===== src/rtl/lcd_bus_rx.sv =====
// lcd_bus_rx: receiver for an 8-bit HD44780-style LCD write bus.
// It latches each write transfer on the falling edge of en and decodes the
// command subset the LCD writer uses. It keeps a 2x16 shadow of the display
// characters, which is read through a registered port.
// Optional feature macro: LCD_RX_STATS_EN adds the cmd_count/dat_count
// saturating transfer counters.

module lcd_bus_rx #(
   parameter int MIN_EN_HIGH = 2
) (
   input  logic       clk,
   input  logic       rst_n,
   input  logic [7:0] lcd_dat,
   input  logic       lcd_rs,
   input  logic       lcd_rw,
   input  logic       lcd_en,
   input  logic [4:0] rd_addr,
   output logic [7:0] rd_char,
   output logic       wr_valid,
   output logic       wr_rs,
   output logic [7:0] wr_data,
   output logic [6:0] cursor,
   output logic       disp_on,
   output logic       clear_busy,
   output logic       err_overrun
`ifdef LCD_RX_STATS_EN
   ,
   output logic [15:0] cmd_count,
   output logic [15:0] dat_count
`endif
);

   localparam int CW = (MIN_EN_HIGH < 2) ? 1 : $clog2(MIN_EN_HIGH + 1);

   typedef enum logic {S_IDLE = 1'b0, S_CLEAR = 1'b1} state_t;

   state_t          state_q, state_d;
   logic [1:0]      en_s, rs_s, rw_s;
   logic [1:0][7:0] dat_s;
   logic            en_q;
   logic [CW-1:0]   hi_cnt;
   logic            fall, accept;
   logic            acc_q, acc_rs;
   logic [7:0]      acc_dat;
   logic            commit, overrun;
   logic            id_q, id_d, disp_d;
   logic [6:0]      cur_d;
   logic            clr_start, shadow_we, sweep_we;
   logic [4:0]      sw_idx;
   logic [7:0]      shadow [32];

   // DDRAM address step with the two-line wrap points; the hole 0x28-0x3F counts through
   function automatic logic [6:0] step(input logic [6:0] c, input logic inc);
      logic [6:0] r;
      if (inc) begin
         case (c)
            7'h27:   r = 7'h40;
            7'h67:   r = 7'h00;
            default: r = c + 7'd1;   // 0x7F wraps to 0x00 naturally
         endcase
      end else begin
         case (c)
            7'h00:   r = 7'h67;
            7'h40:   r = 7'h27;
            default: r = c - 7'd1;
         endcase
      end
      return r;
   endfunction

   // 2-flop synchronizers for all bus pins, plus the previous synchronized en
   always_ff @(posedge clk or negedge rst_n) begin
      if (!rst_n) begin
         en_s  <= '0;
         rs_s  <= '0;
         rw_s  <= '0;
         dat_s <= '0;
         en_q  <= 1'b0;
      end else begin
         en_s  <= {en_s[0], lcd_en};
         rs_s  <= {rs_s[0], lcd_rs};
         rw_s  <= {rw_s[0], lcd_rw};
         dat_s <= {dat_s[0], lcd_dat};
         en_q  <= en_s[1];
      end
   end

   // Saturating count of synchronized en high cycles, cleared while en is low
   always_ff @(posedge clk or negedge rst_n) begin
      if (!rst_n)                           hi_cnt <= '0;
      else if (!en_s[1])                    hi_cnt <= '0;
      else if (hi_cnt < CW'(MIN_EN_HIGH))   hi_cnt <= hi_cnt + 1'b1;
   end

   assign fall   = en_q & ~en_s[1];
   assign accept = fall & (hi_cnt >= CW'(MIN_EN_HIGH)) & ~rw_s[1];

   // Capture the accepted transfer; it commits on the following edge
   always_ff @(posedge clk or negedge rst_n) begin
      if (!rst_n) begin
         acc_q   <= 1'b0;
         acc_rs  <= 1'b0;
         acc_dat <= '0;
      end else begin
         acc_q <= accept;
         if (accept) begin
            acc_rs  <= rs_s[1];
            acc_dat <= dat_s[1];
         end
      end
   end

   // Transfers landing during a clear sweep are dropped and flagged
   assign commit  = acc_q & (state_q == S_IDLE);
   assign overrun = acc_q & (state_q == S_CLEAR);

   // Command/data decode into next cursor, I/D, display-on and clear start
   always_comb begin
      cur_d     = cursor;
      id_d      = id_q;
      disp_d    = disp_on;
      clr_start = 1'b0;
      shadow_we = 1'b0;
      if (commit) begin
         if (acc_rs) begin
            shadow_we = (cursor[5:4] == 2'b00);
            cur_d     = step(cursor, id_q);
         end else if (acc_dat[7]) begin
            cur_d = acc_dat[6:0];
         end else if (acc_dat[7:3] == 5'b00001) begin
            disp_d = acc_dat[2];
         end else if (acc_dat[7:2] == 6'b000001) begin
            id_d = acc_dat[1];
         end else if (acc_dat[7:1] == 7'b0000001) begin
            cur_d = '0;
         end else if (acc_dat == 8'h01) begin
            clr_start = 1'b1;
            cur_d     = '0;
            id_d      = 1'b1;
         end
      end
   end

   // Architectural state and the transfer report outputs
   always_ff @(posedge clk or negedge rst_n) begin
      if (!rst_n) begin
         wr_valid    <= 1'b0;
         wr_rs       <= 1'b0;
         wr_data     <= '0;
         cursor      <= '0;
         id_q        <= 1'b1;
         disp_on     <= 1'b0;
         err_overrun <= 1'b0;
      end else begin
         wr_valid <= commit;
         if (commit) begin
            wr_rs   <= acc_rs;
            wr_data <= acc_dat;
         end
         cursor      <= cur_d;
         id_q        <= id_d;
         disp_on     <= disp_d;
         err_overrun <= err_overrun | overrun;
      end
   end

   // Sweep FSM state register; reset lands in CLEAR so the shadow gets filled
   always_ff @(posedge clk or negedge rst_n) begin
      if (!rst_n) state_q <= S_CLEAR;
      else        state_q <= state_d;
   end

   // Sweep FSM next state
   always_comb begin
      state_d = state_q;
      case (state_q)
         S_IDLE:  if (clr_start) state_d = S_CLEAR;
         S_CLEAR: if (sw_idx == 5'd31) state_d = S_IDLE;
         default: state_d = S_IDLE;
      endcase
   end

   // Sweep FSM outputs
   always_comb begin
      clear_busy = (state_q == S_CLEAR);
      sweep_we   = (state_q == S_CLEAR);
   end

   // Sweep index; wraps back to 0 after 31
   always_ff @(posedge clk or negedge rst_n) begin
      if (!rst_n)         sw_idx <= '0;
      else if (clr_start) sw_idx <= '0;
      else if (sweep_we)  sw_idx <= sw_idx + 5'd1;
   end

   // Shadow RAM write port (not reset; the sweep fills it)
   always_ff @(posedge clk) begin
      if (sweep_we)       shadow[sw_idx] <= 8'h20;
      else if (shadow_we) shadow[{cursor[6], cursor[3:0]}] <= acc_dat;
   end

   // Registered read port; a same-cycle write is seen on the next read
   always_ff @(posedge clk or negedge rst_n) begin
      if (!rst_n) rd_char <= '0;
      else        rd_char <= shadow[rd_addr];
   end

`ifdef LCD_RX_STATS_EN
   // Saturating counters of committed command and data transfers
   always_ff @(posedge clk or negedge rst_n) begin
      if (!rst_n) begin
         cmd_count <= '0;
         dat_count <= '0;
      end else if (commit) begin
         if (!acc_rs && cmd_count != 16'hFFFF) cmd_count <= cmd_count + 16'd1;
         if (acc_rs  && dat_count != 16'hFFFF) dat_count <= dat_count + 16'd1;
      end
   end
`endif

endmodule


===== config.mk =====
export PLATFORM = sky130hd
export DESIGN_NAME = lcd_bus_rx
export DESIGN_NICKNAME = d
export VERILOG_FILES = /design/src/rtl/lcd_bus_rx.sv
export SDC_FILE = /design/constraint.sdc
export NUM_CORES = 1
export LEC_CHECK = 0
export ABC_CLOCK_PERIOD_IN_PS = 2500
export CAP_MARGIN = 20
export CORE_MARGIN = 1.5
export CORE_UTILIZATION = 60
export CTS_CLUSTER_DIAMETER = 80
export CTS_CLUSTER_SIZE = 25
export DETAILED_ROUTE_END_ITERATION = 6
export PLACE_DENSITY_LB_ADDON = 0.1
export SLEW_MARGIN = 30
export SYNTH_ARGS = -nofsm -noshare
export SYNTH_HDL_FRONTEND = slang
export SYNTH_SLANG_ARGS = --single-unit

===== constraint.sdc =====
create_clock -name clk -period 2.5 [get_ports clk]
set_clock_uncertainty 0.1 [all_clocks]
set_input_delay 0.625 -clock clk [delete_from_list [all_inputs] [get_ports clk]]
set_output_delay 0.625 -clock clk [all_outputs]
set_load 0.005 [all_outputs]

==> summary.md, run 1 <==
| Metric | Value |
|---|---|
| Outcome | finished with violations |
| Failing checks | DRC, setup timing |
| Period minus WS final | 2.54 ns |
| Synth cell types | 59 |
| # clock sinks | 325 |
| Area after detailed placement | 0.0142 mm2 |
| H-tree Lvls | 1 |
| Max-slew violation count | 0 |
| Placed instance count | 1131 |
| Setup bufs post-CTS | 0 |
| Main synth FF type | edfxtp_1 |
| Rows | 53 |
| Syn_nets | 793 |
| Pleak | 0.00575 uW |
| Chip Height | 150 um |
| Worst Hold Class | register to register |
| Worst path depth | 7 |
| Sequential fraction of the synthesis area | 73.0% |
| Worst slew pin tran | 0.705 ns |
| TritonCTS clock tree | done |
| Max Root-Sink Buffers | 3 |
| Setup violations, final | 31 |
| Skew-Pair Late Insertion Delay | 0.50 ns |
| Largest net degree at the start of global routing | 36 |
| Count of port buffers added during placement | 45 |
| Crit path required time | 2.54 ns |
| Critical path's slowest cell | nor2_1 |
| PwrDens | 766 mW/mm2 |
| # diodes | 0 |
| Critical-path maximum fanout | 10 |
| Total GRT Usage | 25.8% |
| First-pass iteration count of the detailed router | 7 |
| Hold Crit Depth | 0 |
| GR Overflow Total | 0 |
| Ports | 46 |
| Vias in the first global route | 7288 |
| Area grow syn2layout | 13.7% |
| Reg2reg start | clear_busy$_DFF_PN1_ |
| CP delay by family, top | simple AND/OR/NAND/NOR gates |
| Number of synthesis warnings | 0 |
| Max VDD drop | 676 uV |
| Final Cell Area | 0.0147 mm2 |
| CP bufs+invs | 2 |
| Gate Count Post-Synth | 769 |
| Final period util | 102% |
| Crit. End Element | register |
| FMAX | 394 MHz |
| Total Power | 11200 uW |
| Syn Area/Cell | 16.8 um2 |
| Worst r2r path cells | 7 |
| DPL Wire Length | 18400 um |
| Layout cell share with drive strength beyond 1 | 21.9% |
| Number of flops mapped to enable cells by yosys | 256 |
| Final ANT Viol Nets | 0 |
| Crit path capture | shadow[6][4]$_DFFE_PP_ |
| Worst path cell trace | nand3b_1 > nor3_2 > buf_12 > buf_4 > nor4b_1 > a31oi_1 > nor2_1 |
| Num CTS Buffers | 16 |
| Die W | 150 um |
| Vias per inst | 6.20 |
| RSZ-0062 raised after global routing | true |
| Die area | 0.0224 mm2 |
| NumNets Final | 899 |
| Startpoint Class | register |
| Synth area leader | edfxtp_1 |
| Crit path kind | register to register |
| Gpl congestion | 0.879 |
| Arrival time at the worst endpoint | 2.57 ns |
| Worst R2R Setup Slack | -0.04 ns |
| Largest cells by area after synthesis | edfxtp_1 (60%), dfrtp_1 (13%), mux4_2 (5.6%), mux2_2 (3.7%), mux2i_1 (2.5%) |
| Mapped Area | 0.0129 mm2 |
| Vias | 7188 |
| Hold Vio Cnt, Final | 0 |
| Detailed Route WL | 27600 um |
| Synth async-reset ratio | 21.2% |
| Initial DRC count | 709 |
| Initial antenna violation count | 0 |
| FF-to-FF End | shadow[6][4]$_DFFE_PP_ |
| Worst path max stage delay | 0.59 ns |
| Worst setup margin | -0.0379 ns |
| Worst slew margin | 52.8% |
| CTS clk-pin slew, worst paths | 0.10 ns |
| Remaining DRCs | 1 |
| Synth top area share | 59.6% |
| Commonest cells in the netlist | edfxtp_1 (256), dfrtp_1 (67), nor2_1 (48), nand2_1 (45), mux2_2 (42) |
| Max Cap Viol | 0 |
| Synthesized flop and latch total | 325 |
| Starting Density | 61.3% |
| Wire per inst | 23.8 um |
| Final Non-Filler Cells | 1160 |
| First-pass GRT wire length | 42400 um |
| Most frequent cell after synthesis | edfxtp_1 |
| Worst setup startpoint | clear_busy$_DFF_PN1_ |
| Root Driver | clkbuf_16 |
| Core area | 0.0210 mm2 |
[stage by stage]
step	hold slack (ns)	setup slack, ns	setup TNS [ns]	utilization, %
final	0.248	-0.0379	-0.803	69.7
after global routing	0.264	-0.161	-5.06	69.7
after CTS	0.253	-0.0254	-0.387	69.7
after detailed placement	0.236	-0.0203	-0.0203	67.4
after global placement	0.233	0.0177	0	67.4
after floorplan	0.229	0.269	0	-
[placed cells by master, fill, tap and decap left out, types with 27 or more instances in the layout]
cell	netlist	final
mux2_2	42	42
dfrtp_1	67	67
edfxtp_1	256	256
nand2_1	45	45
mux2i_1	32	32
clkdlybuf4s50_1	0	41
nor2_1	48	45
mux4_2	32	32
a21oi_1	27	27
buf_4	0	79
[layout make-up]
type	count	area (um2)
clock buffer	28	467
fill	1357	6360
inverter	8	30.0
multi-input combinational	394	3230
sequential	325	9420
tap	275	344
timing repair buffer	130	1170
[routing by layer]
layer | global-route usage, % | up-vias | routed length, um
met5 | 0 | - | 0
met4 | 6.98 | 0 | 568
met3 | 3.32 | 50 | 1600
met2 | 43.0 | 267 | 13700
met1 | 36.4 | 3665 | 11700
li1 | - | 3206 | -
[kinds of logic (layout without fill, tap and decap cells)]
group           count (synthesis)  count (layout)  share of synthesized area, %
compound gates                114             114                          5.94
xor+xnor                        4               4                         0.272
simple gates                  164             164                          6.39
fa+ha+maj                       6               6                         0.582
flops                         325             325                          73.0
buf+inv                        50             166                          2.05
mux                           106             106                          11.7
[timing repair]
item	in CTS	in global routing
hold buffers	1	0
setup endpoints to repair	23	73
hold endpoints to repair	27	0
gates resized for setup	0	4
[how the worst min path moves through the flow]
stage	from	to
global placement	dat_s[7]$_DFF_PN0_	dat_s[15]$_DFF_PN0_
global route	rw_s[0]$_DFF_PN0_	rw_s[1]$_DFF_PN0_
detailed placement	dat_s[5]$_DFF_PN0_	dat_s[13]$_DFF_PN0_
floorplan	rst_n	acc_dat[0]$_DFFE_PN0P_
CTS	dat_s[6]$_DFF_PN0_	dat_s[14]$_DFF_PN0_
finish	dat_s[6]$_DFF_PN0_	dat_s[14]$_DFF_PN0_
[power breakdown]
| group | switching [uW] | internal [uW] | leakage [uW] |
|---|---|---|---|
| Combinational | 1030 | 954 | 0.00186 |
| Clock | 1540 | 1290 | 0.000222 |
| Sequential | 316 | 6100 | 0.00367 |
[flip-flops by register name, summed over array words and instances (netlist names)]
name         count
acc_dat          8
acc_q            1
acc_rs           1
clear_busy       1
cursor           7
dat_s           16
disp_on          1
en_q             1
en_s             2
err_overrun      1
hi_cnt           2
id_q             1
rd_char          8
rs_s             2
rw_s             2
shadow         256
sw_idx           5
wr_data          8
wr_rs            1
wr_valid         1
Note: power is estimated with default switching activity, not from simulation.
==> run 2, diff against run 1 <==
--- a/config.mk
+++ b/config.mk
@@ -6,7 +6,6 @@
 export NUM_CORES = 1
 export LEC_CHECK = 0
 export ABC_CLOCK_PERIOD_IN_PS = 2500
-export CAP_MARGIN = 20
 export CORE_MARGIN = 1.5
 export CORE_UTILIZATION = 60
 export CTS_CLUSTER_DIAMETER = 80
==> results of run 2 <==
Same layout as run 1: the final DEF is identical, and so are final timing and power.
